[config.mk]
export PLATFORM = sky130hd
export DESIGN_NAME = brg_xcel_master_arb
export DESIGN_NICKNAME = d
export VERILOG_FILES = /design/src/rtl/brg_xcel_master_arb.sv
export SDC_FILE = /design/constraint.sdc
export NUM_CORES = 1
export LEC_CHECK = 0
export BUFFER_PORTS_ARGS = -buffer_cell sky130_fd_sc_hd__buf_2
export CORE_AREA = 2 2 132 134
export DETAILED_ROUTE_END_ITERATION = 7
export DIE_AREA = 0 0 134 136
export REMOVE_ABC_BUFFERS = 1
export SETUP_SLACK_MARGIN = 0.4
export SYNTH_ARGS = -nofsm -noshare
export SYNTH_HDL_FRONTEND = slang
export SYNTH_SLANG_ARGS = --single-unit
export TNS_END_PERCENT = 100
[constraint.sdc]
create_clock -name clk_i -period 4.4 [get_ports clk_i]
set_clock_uncertainty 0.2 [all_clocks]
set_input_delay 0.22 -clock clk_i [delete_from_list [all_inputs] [get_ports clk_i]]
set_output_delay 0.22 -clock clk_i [all_outputs]
set_load 0.01 [all_outputs]
[src/rtl/brg_xcel_master_arb.sv]
// Round-robin arbiter merging accelerator master requests onto one endpoint port,
// tracking outstanding loads per requester and routing load returns back by opaque index.
module brg_xcel_master_arb #(
    parameter int num_req_p       = 2,
    parameter int addr_width_p    = 32,
    parameter int data_width_p    = 32,
    parameter int load_id_width_p = 11,
    parameter int max_out_p       = 8,
    localparam int idx_w = $clog2(num_req_p),
    localparam int ow    = load_id_width_p - idx_w,
    localparam int mw    = data_width_p / 8,
    localparam int cnt_w = $clog2(max_out_p + 1)
) (
    input  logic                              clk_i,
    input  logic                              reset_n_i,
    input  logic [num_req_p-1:0]              req_v_i,
    input  logic [num_req_p-1:0]              req_type_i,
    input  logic [num_req_p*addr_width_p-1:0] req_addr_i,
    input  logic [num_req_p*data_width_p-1:0] req_data_i,
    input  logic [num_req_p*mw-1:0]           req_mask_i,
    input  logic [num_req_p*ow-1:0]           req_opq_i,
    output logic [num_req_p-1:0]              req_rdy_o,
    output logic                              out_v_o,
    output logic                              out_type_o,
    output logic [addr_width_p-1:0]           out_addr_o,
    output logic [data_width_p-1:0]           out_data_o,
    output logic [mw-1:0]                     out_mask_o,
    output logic [load_id_width_p-1:0]        out_opq_o,
    input  logic                              out_rdy_i,
    input  logic                              ret_v_i,
    input  logic [load_id_width_p-1:0]        ret_opq_i,
    input  logic [data_width_p-1:0]           ret_data_i,
    output logic [num_req_p-1:0]              ret_v_o,
    output logic [ow-1:0]                     ret_opq_o,
    output logic [data_width_p-1:0]           ret_data_o,
    output logic                              busy_o,
    output logic                              err_o
);

    logic [num_req_p-1:0][addr_width_p-1:0] addr_a;
    logic [num_req_p-1:0][data_width_p-1:0] data_a;
    logic [num_req_p-1:0][mw-1:0]           mask_a;
    logic [num_req_p-1:0][ow-1:0]           opq_a;

    assign addr_a = req_addr_i;
    assign data_a = req_data_i;
    assign mask_a = req_mask_i;
    assign opq_a  = req_opq_i;

    logic [idx_w-1:0]                rr_q, rr_d;
    logic [num_req_p-1:0][cnt_w-1:0] cnt_q, cnt_d;
    logic [num_req_p-1:0]            ret_v_q, ret_v_d;
    logic [ow-1:0]                   ret_opq_q, ret_opq_d;
    logic [data_width_p-1:0]         ret_data_q, ret_data_d;
    logic                            err_q, err_d;

    logic [num_req_p-1:0] elig;
    logic                 gnt_found;
    logic [idx_w-1:0]     gnt_idx;
    logic [idx_w-1:0]     cand;
    logic                 xfer;
    logic [idx_w-1:0]     ret_idx;
    logic                 ret_ok;
    logic                 inc, dec;

    // Eligibility and round-robin search starting at rr_q.
    always_comb begin
        elig      = '0;
        gnt_found = 1'b0;
        gnt_idx   = '0;
        cand      = '0;
        for (int k = 0; k < num_req_p; k++) begin
            elig[k] = req_v_i[k] & (req_type_i[k] | (cnt_q[k] < cnt_w'(max_out_p)));
        end
        for (int i = 0; i < num_req_p; i++) begin
            cand = idx_w'((int'(rr_q) + i) % num_req_p);
            if (!gnt_found && elig[cand]) begin
                gnt_found = 1'b1;
                gnt_idx   = cand;
            end
        end
    end

    always_comb begin
        out_v_o    = reset_n_i & gnt_found;
        out_type_o = req_type_i[gnt_idx];
        out_addr_o = addr_a[gnt_idx];
        out_data_o = data_a[gnt_idx];
        out_mask_o = mask_a[gnt_idx];
        out_opq_o  = req_type_i[gnt_idx] ? '0 : {gnt_idx, opq_a[gnt_idx]};
        xfer       = out_v_o & out_rdy_i;
        req_rdy_o  = '0;
        if (xfer) req_rdy_o[gnt_idx] = 1'b1;
    end

    // Returns are accepted only for a real requester with a load in flight.
    always_comb begin
        ret_idx    = ret_opq_i[load_id_width_p-1 -: idx_w];
        ret_ok     = ret_v_i && (int'(ret_idx) < num_req_p) && (cnt_q[ret_idx] != '0);
        ret_v_d    = '0;
        if (ret_ok) ret_v_d[ret_idx] = 1'b1;
        ret_opq_d  = ret_ok ? ret_opq_i[ow-1:0] : ret_opq_q;
        ret_data_d = ret_ok ? ret_data_i : ret_data_q;
        err_d      = err_q | (ret_v_i & ~ret_ok);
        rr_d       = rr_q;
        if (xfer) rr_d = (int'(gnt_idx) == num_req_p - 1) ? '0 : gnt_idx + 1'b1;
        cnt_d      = cnt_q;
        inc        = 1'b0;
        dec        = 1'b0;
        for (int k = 0; k < num_req_p; k++) begin
            inc = xfer & ~req_type_i[k] & (int'(gnt_idx) == k);
            dec = ret_ok & (int'(ret_idx) == k);
            if (inc && !dec)      cnt_d[k] = cnt_q[k] + cnt_w'(1);
            else if (dec && !inc) cnt_d[k] = cnt_q[k] - cnt_w'(1);
        end
    end

    always_ff @(posedge clk_i) begin
        if (!reset_n_i) begin
            rr_q       <= '0;
            cnt_q      <= '0;
            ret_v_q    <= '0;
            ret_opq_q  <= '0;
            ret_data_q <= '0;
            err_q      <= 1'b0;
        end else begin
            rr_q       <= rr_d;
            cnt_q      <= cnt_d;
            ret_v_q    <= ret_v_d;
            ret_opq_q  <= ret_opq_d;
            ret_data_q <= ret_data_d;
            err_q      <= err_d;
        end
    end

    assign ret_v_o    = ret_v_q;
    assign ret_opq_o  = ret_opq_q;
    assign ret_data_o = ret_data_q;
    assign busy_o     = |cnt_q;
    assign err_o      = err_q;

endmodule

**Word level (Yosys, flattened, before mapping)**

Cells that the tools add are included.

- Register bits: 54
- Input bits: 207
- Output and inout port bits: 129
- Logic and storage cells: 89

- Multiplexer cells: 31
- Reduce and logical (&&, ||, !) cells: 18
- Add/sub/neg operators: 6
- Bitwise logic cells: 19
- Magnitude comparators: 8

Operators by type and width:

| kind | number |
|---|---|
| 2-to-1 mux 32 bit | 4 |
| 2-to-1 mux 4 bit | 8 |
| 2-to-1 mux 10 bit | 2 |
| 2-to-1 mux 1 bit | 13 |
| bitwise AND 1 bit | 11 |
| 2-to-1 mux 11 bit | 1 |
| adder 4 x 1 -> 4 bit (second input constant) | 2 |
| logical AND 1 bit | 8 |
| less-than comparator 1 x 2 -> 1 bit (second input constant) | 4 |
| less-than comparator 4 bit (second input constant) | 2 |
| OR reduction 8 bit | 1 |
| subtractor 4 x 1 -> 4 bit (second input constant) | 2 |
| zero test 1 bit | 5 |
| NOT 1 bit | 5 |
| nonzero test 2 bit | 2 |
| nonzero test 4 bit | 1 |
| OR 1 bit | 3 |
| adder 1 bit (second input constant) | 2 |
| demux 1 bit (select 1 bit) | 2 |
| greater-or-equal comparator 1 bit (second input constant) | 2 |
| 2-to-1 mux 2 bit | 1 |
| AND reduction 2 bit | 1 |

**Longest topological paths before layout**

Gate-level depths: netlist of the first run.

- Word-level depth: 17
- Mapped depth: 12
- Depth with buffers taken out: 11

**Least setup slack after synthesis of the first run**

No wires, ideal clock.

- Path kind: flip-flop to flip-flop
- Start: register cnt_q[3] in the netlist's numbering
- End: register cnt_q[7] in the netlist's numbering
- Slack: 1.624 ns
- Path buffers: 2
- Data arrival time: 2.505 ns
- Clock period less this slack: 2.776 ns
- Library setup time: 0.072 ns
- Required time: 4.128 ns
- Cell stages (with the launch flop): 13
- Path through: dfxtp_1 nand2b_1 a311o_1 buf_4 clkbuf_1 nor3_1 ha_1 inv_1 ha_1 a21oi_1 a211oi_1 a31oi_1 mux2i_1

- Cells in the longest elaborated chain, start to end: 16
- Elaborated cells on any way between the ends: 28
- Classes of those cells: order compare: 1; mux: 11; bitwise: 7; reduce/logical: 9

RTL lines:

| element | line | RTL |
|---|---|---|
| start, declared | 51 | `logic [num_req_p-1:0][cnt_w-1:0] cnt_q, cnt_d;` |
| start signal, assigned | 128 | `cnt_q <= cnt_d;` |
| less-than comparator 4 bit | 73 | `elig[k] = req_v_i[k] & (req_type_i[k] \| (cnt_q[k] < cnt_w'(max_out_p)));` |
| OR 1 bit | 73 |  |
| bitwise AND 1 bit | 73 |  |
| 2-to-1 mux 1 bit (implied by the code) (2 in series) | 77 | `if (!gnt_found && elig[cand]) begin` |
| 2-to-1 mux 1 bit | 77 |  |
| zero test 1 bit | 77 |  |
| logical AND 1 bit | 77 |  |
| 2-to-1 mux 1 bit | 77 |  |
| bitwise AND 1 bit | 85 | `out_v_o = reset_n_i & gnt_found;` |
| bitwise AND 1 bit | 91 | `xfer = out_v_o & out_rdy_i;` |
| bitwise AND 1 bit (2 in series) | 111 | `inc = xfer & ~req_type_i[k] & (int'(gnt_idx) == k);` |
| zero test 1 bit | 114 | `else if (dec && !inc) cnt_d[k] = cnt_q[k] - cnt_w'(1);` |
| logical AND 1 bit | 114 |  |
| nonzero test 2 bit (no line) | - |  |

Several ways; a longest one is shown, not always the timed one. The select of a mux whose other input is x is not followed.
A chain may end at the register's enable or synchronous reset.

**Final worst setup path of the first run**

- Start: register cnt_q[7] in the netlist's numbering
- End: output port out_data_o[14]

- Cells in the longest elaborated chain, start to end: 11
- Elaborated cells on any way between the ends: 14
- Classes of those cells: order compare: 1; mux: 9; bitwise: 2; reduce/logical: 2

RTL lines:

| element | line | RTL |
|---|---|---|
| less-than comparator 4 bit * | 73 |  |
| OR 1 bit * | 73 |  |
| bitwise AND 1 bit * | 73 |  |
| 2-to-1 mux 1 bit (implied by the code) (2 in series) | 77 |  |
| 2-to-1 mux 1 bit | 77 |  |
| zero test 1 bit | 77 |  |
| logical AND 1 bit | 77 |  |
| 2-to-1 mux 1 bit * | 77 |  |
| 2-to-1 mux 32 bit (implied by the code) * (2 in series) | 88 | `out_data_o = data_a[gnt_idx];` |
| end, declared | 26 | `output logic [data_width_p-1:0] out_data_o,` |

Mark *: on every way between the ends. The rest lies on a longest branch, timed or not. The select of a mux whose other input is x is not followed.

==> flow_summary.toml, run 1 <==
[detailed_routing]
routed_via_density = 4.17
routedWlPerCell_um = 14.0
vias = 4034
drc = 0
drtPass1Iterations = 6
wirelength_mm = 13.6
drtIter0Drc = 149
ant_nets = 0

[synthesis]
synth_top_family_by_area = "multiplexers"
ys_top_cells_by_area = "dfxtp_1 (31%), mux2_1 (15%), mux2i_1 (14%)"
synth_area_um2 = 3440
yosys_warnings = 0
synth_common_cells = "nand2_1 (101), dfxtp_1 (54), mux2i_1 (47), mux2_1 (45), mux2_2 (23)"
netlist.top_cell.by_area = "dfxtp_1"
syn_inst = 382
ys_seq_area_frac = 0.315
syn_avg_cell_area_um2 = 8.99
synthAdderAreaFrac = 0.0335
synth.most_common_cell = "nand2_1"
synthXorXnorAreaFrac = 0.0102
synth-edff-count = 0
ys_async_sr_fraction = 0
ys_ff_latch = 54
ys.flop_type = "dfxtp_1"
synth_top_area_frac = 0.315
synth_cell_type_count = 31
synth-simple-area-share = 0.176
synth_compound_area_frac = 0.0444
muxShareOfSynthArea = 0.360

[floorplan]
pin_count = 336
rows = 48
die-area_um2 = 18200
die_h_um = 136
core_area_um2 = 16900
start_util = 0.204
die_x_um = 134

[power]
internal_power_uw = 1260
combPwrFrac = 0.440
pwr-share-clk = 0.230
power.leakage_uw = 0.00291
totalPowerFinal_uw = 1920
power_density_nw_per_um2 = 329
seq_power_share = 0.330
swShare = 0.343
ir_drop_uv = 167
p_switching_uw = 659

[worst_setup_path]
critPathLaunchType = "flip-flop"
crit_type = "reg2out"
rr_worst_depth = 10
crit_path_top_delay_cell = "buf_4"
worstPathMaxFanout = 56
crit_chain = "nor2b_1, a311o_2, buf_4, mux2_1, buf_2"
crit_path_end_kind = "primary output"
reg2reg_from = "cnt_q[3]"
r2r_setup_slack_ps = 1410
cp.required_ps = 3980
r2r_end = "cnt_q[7]"
critPathMaxStageDelay_ps = 660
cp.arrival_ps = 2730

[sta]
setup-tns-final_ps = 0
rsz0062_at_grt = "no"
hold_slack_ps = 64.3
setup_slack_ps = 1250
period_minus_slack_ps = 3150
setup_viol = 0
slew_headroom = 0.440
fmax_ghz = 0.317
hold_viol = 0
timing.final.crit_share = 0.717
final_max_slew_viol_count = 0
worstMarginPinSlew_ps = 841

[status]
outcome = "completed"

[clock_network]
cts_tree = "done"
cts_root_buf = "clkbuf_16"
clockBufferDepth = 2
cts_sinks = 54
cts_htree_levels = 2
postCtsSetupBuffers = 0
path_clk_slew_ps = 70
cts_resized = 0
clk_latency_ps = 290
cts_made_buffers = 5

[grt]
grt_start_max_net_pins = 91
grt-ovfl-total = 0
grt_pass1_vias = 3771
grt_first_pass_wirelength_mm = 19.8
track_usage = 0.138
grt_antenna_before_repair = 3

[worst_hold_path]
hp-start = "ret_opq_i[10]"
holdPathStages = 3
worstHoldPathType = "in2reg"
min_to = "ret_v_o[0]"

[run]
max_cap_violations = 0

[placement]
place_congestion = 0.928
dp_slack_ps = 1320
port_buffers = 335
dp_hpwl_mm = 11.0

[layout]
nets = 956
synthToLayoutAreaGrowth_pct = 69.8
final_core_util = 0.346
nFillCells = 1767
drive_gt1_frac = 0.503
-- registers in the layout, indices dropped and copies added, names as in the netlist --
name / cells
ret_v_o: 2
ret_data_o: 32
rr_q: 1
err_o: 1
ret_opq_o: 10
cnt_q: 8
-- cells in the final DEF, fill, tap and decap left out, drive strengths merged --
cell type and n:
ha 6, o21ai 12, dlygate4sd3 43, inv 6, a21oi 5, xor2 2
fa 2, and2 1, mux2i 47, nand3b 11, a211oi 3, xnor2 2
mux2 68, clkbuf 6, nand2b 2, o21a 1, nor4 2, bufinv 1
buf 338, nor2b 3, or3b 1, dfxtp 54, diode 1, clkinv 1
nand3 2, clkinvlp 1, a31oi 3, nor2 15, a311oi 1, nor3 1
a311o 1, nand2 101
-- worst max-delay path, delay by kind of cell, from the launching register on --
kind	cells	cell delay [ps]
AO/OA/AOI/OAI	1	600
buffers and inverters	2	810
flip-flops	1	380
multiplexers	1	420
AND/OR/NAND/NOR	1	190
-- final cells by class --
class	instances	area [um^2]	area share
inverter	7	26.3	0.00450
clock buffer	6	129	0.0221
multi-input combinational	292	2150	0.368
antenna	1	2.50	0.000429
timing repair buffer	381	2130	0.365
tap	225	282	0.0483
clock inverter	2	37.5	0.00644
sequential	54	1080	0.185
-- worst max path at each step --
stage / from / end / slack (ps)
floorplan: cnt_q[7] / cnt_q[7] / -10
global placement: req_type_i[0] / cnt_q[7] / 1370
detailed placement: req_type_i[0] / cnt_q[7] / 1320
CTS: cnt_q[7] / out_data_o[14] / 1220
global route: cnt_q[7] / out_data_o[14] / 1020
finish: cnt_q[7] / out_data_o[14] / 1250
-- stage by stage --
step,std cells,cell area [um^2]
2_1_floorplan,353,3250
3_3_place_gp,916,5230
3_5_place_dp,916,5230
4_1_cts,967,5830
5_1_grt,968,5830
6_report,968,5830
-- logic make-up (layout without fill, tap and decap cells) --
family,after synthesis,count (layout)
buffers and inverters,36,396
adders and majority gates,8,8
AOI/OAI and AO/OA,26,26
other,0,1
DFF,54,54
xor gates and xnor gates,4,4
and+or+nand+nor,139,139
muxes,115,115
-- per-layer routing --
metal	global-route usage	wire length, um
met5	0	24
met1	0.162	5490
met2	0.236	6360
met4	0.0567	512
met3	0.0414	1160
-- power groups by stage --
stage / Clock (uW) / Combinational [uW] / Sequential (uW)
2_1_floorplan: 0 / 446 / 678
3_3_place_gp: 0 / 815 / 643
3_5_place_dp: 0 / 822 / 644
4_1_cts: 464 / 856 / 634
5_1_grt: 479 / 926 / 647
6_report: 442 / 845 / 634
-- repair_timing --
item / in CTS / in global routing
hold buffers: 43 / 0
hold endpoints to repair: 43 / 0
setup endpoints to repair: 0 / 0
Power figures use the tool's default switching activity.
==> run 2: changes to the inputs <==
ABC_AREA = 1   (was not set)
CORE_AREA = 2 2 131 133   (was 2 2 132 134)
DIE_AREA = 0 0 133 135   (was 0 0 134 136)
clock period = 2.9 ns   (was 4.4 ns; I/O delays follow)
==> flow_summary.toml, run 2 <==
[worst_hold_path]
holdPathStages = 4
min_to = "ret_data_o[13]"
worstHoldPathType = "in2reg"
hp-start = "ret_data_i[13]"

[grt]
grt_pass1_vias = 5054
grt_start_max_net_pins = 86
grt-ovfl-total = 0
track_usage = 0.209
grt_antenna_before_repair = 8
grt_first_pass_wirelength_mm = 28.3

[placement]
place_congestion = 0.925
dpl-instance-area_um2 = 5460
port_buffers = 335
dp_hpwl_mm = 15.7

[worst_setup_path]
critPathBufInv = 5
critPathMaxStageDelay_ps = 550
crit_type = "in2out"
crit_chain = "dlygate4sd3_1, buf_2, buf_4, inv_1, a21oi_1, buf_2"
critPathTopFamily = "buffers and inverters"
reg2reg_from = "cnt_q[3]"
cp.arrival_ps = 2050
cp.required_ps = 2560
rr_worst_depth = 14
critPathLaunchType = "input port"
r2r_end = "cnt_q[7]"
r2r_setup_slack_ps = 550
crit_top_cell = "buf_2"
crit_path_top_delay_cell = "dlygate4sd3_1"
crit_path_end_kind = "primary output"
worstPathMaxFanout = 48

[floorplan]
rows = 47
die-area_um2 = 18000
die_h_um = 135
core_area_um2 = 16400
die_x_um = 133
pin_count = 336
start_util = 0.224

[synthesis]
synth_top_area_frac = 0.329
synth-edff-count = 0
syn_inst = 631
ys_ff_latch = 54
ys_seq_area_frac = 0.294
yosys_warnings = 0
synth_area_um2 = 3680
ys.flop_type = "dfxtp_1"
synth.most_common_cell = "nand2_1"
ys_async_sr_fraction = 0
ys_top_cells_by_area = "nand2_1 (33%), dfxtp_1 (29%), nand3b_1 (8.6%)"
syn_avg_cell_area_um2 = 5.83
synth_cell_type_count = 23
netlist.top_cell.by_area = "nand2_1"
synth_common_cells = "nand2_1 (322), nor2_1 (62), dfxtp_1 (54), a21oi_1 (47), nand3b_1 (42)"

[sta]
worstMarginPinSlew_ps = 822
final_max_slew_viol_count = 0
hold_viol = 0
slew_headroom = 0.452
timing.final.crit_share = 0.824
period_minus_slack_ps = 2390
setup_viol = 0
rsz0062_at_grt = "yes"
fmax_ghz = 0.418

[clock_network]
clk_latency_ps = 290
cts_htree_levels = 2
clockBufferDepth = 2
cts_made_buffers = 5
cts_sinks = 54
path_clk_slew_ps = 70
cts_tree = "done"
cts_root_buf = "clkbuf_16"

[run]
max_cap_violations = 0

[power]
power_density_nw_per_um2 = 496
ir_drop_uv = 390
totalPowerFinal_uw = 3040
power.leakage_uw = 0.00360

[layout]
drive_gt1_frac = 0.385
layout_commonest_cell = "buf_2"
synthToLayoutAreaGrowth_pct = 66.8
mostFrequentLayoutCells = "buf_2 (335), nand2_1 (321), nor2_1 (58), a21oi_1 (47), dfxtp_1 (47)"
nets = 1198
design_area_um2 = 6130
largest_reg_flops = 32
multi_input_comb_area_um2 = 2280
final_core_util = 0.374
nFillCells = 1776
seqCellArea_um2 = 1090

[detailed_routing]
drc = 0
ant_nets = 0
wirelength_mm = 19.6
drtPass1Iterations = 4
routed_via_density = 4.30
drtIter0Drc = 197
routedWlPerCell_um = 16.1
vias = 5214

[status]
outcome = "completed"
run 2: changes by cell type after synthesis, sizes merged, moves of 31 or more:
cell / delta
nand3b: +31
a21oi: +42
nor2: +49
mux2i: -47
nand2: +223
mux2: -68
run 2: metal layers:
layer / part of all wire / up-vias / track usage
met5: 0.0048 / - / 0.0389
met4: 0.034 / 2 / 0.103
met3: 0.11 / 27 / 0.0942
met2: 0.45 / 232 / 0.336
met1: 0.40 / 2306 / 0.233
li1: - / 2647 / -
run 2: worst max path at each step:
| stage | start | end | depth (start not counted) | slack [ps] |
|---|---|---|---|---|
| after detailed placement | cnt_q[3] | cnt_q[7] | 14 | 420 |
| final | reset_n_i | out_v_o | 6 | 510 |
| after CTS | cnt_q[0] | cnt_q[7] | 16 | 410 |
| after floorplan | cnt_q[4] | cnt_q[7] | 16 | -800 |
| after global placement | cnt_q[3] | cnt_q[7] | 14 | 500 |
| after global routing | cnt_q[3] | cnt_q[7] | 14 | 340 |
run 2: power by group:
part           internal (uW)  switching, uW  leakage (uW)  total, uW
Clock                    405            284     0.0000836        689
Combinational            564            842       0.00307       1410
Sequential               873           74.7      0.000446        948
run 2: per-stage QoR:
stage	setup slack (ps)	hold WS (ps)	instances	TNS [ps]
global placement	500	180	1151	0
global route	340	10.3	1211	0
CTS	408	6.07	1202	0
floorplan	-802	16.5	589	-4460
detailed placement	422	183	1151	0
finish	509	16.1	1212	0
run 2: area by class of cell:
class,count,share of cell area
multi-input cells,503,0.372
repair buffers,387,0.355
flip-flops and latches,54,0.178
well taps,220,0.0449
clock buffers,5,0.0204
inverters,32,0.0196
clock inverters,3,0.00653
diodes,8,0.00326
run 2: worst reg2reg max path, stage by stage, from the launching register on:
cell	delay (ps)
dfxtp_2	340
nand2_1	80
nand2_1	70
nand2_1	90
nand3_2	130
nor3_2	160
ha_1	200
inv_2	70
ha_1	290
or2_2	310
nand2_1	70
nand2_1	50
nand2_1	50
nand2_1	50
a21oi_1	120
run 2: cells by family (layout without fill, tap and decap cells):
family,Yosys count,in the layout,share of synthesized area
adders and majority gates,8,8,0.0313
other,0,8,0
buffers and inverters,74,427,0.0949
and+or+nand+nor,439,439,0.498
xor gates and xnor gates,3,3,0.00714
AOI/OAI and AO/OA,53,53,0.0752
DFF,54,54,0.294
run 2: repair_timing:
| action | in CTS | in global routing |
|---|---|---|
| pin swaps | 0 | 1 |
| setup buffers | 0 | 2 |
| hold endpoints to repair | 44 | 0 |
| hold buffers | 43 | 0 |
| endpoints found under the setup margin | 1 | 22 |
| gates resized for setup | 1 | 19 |
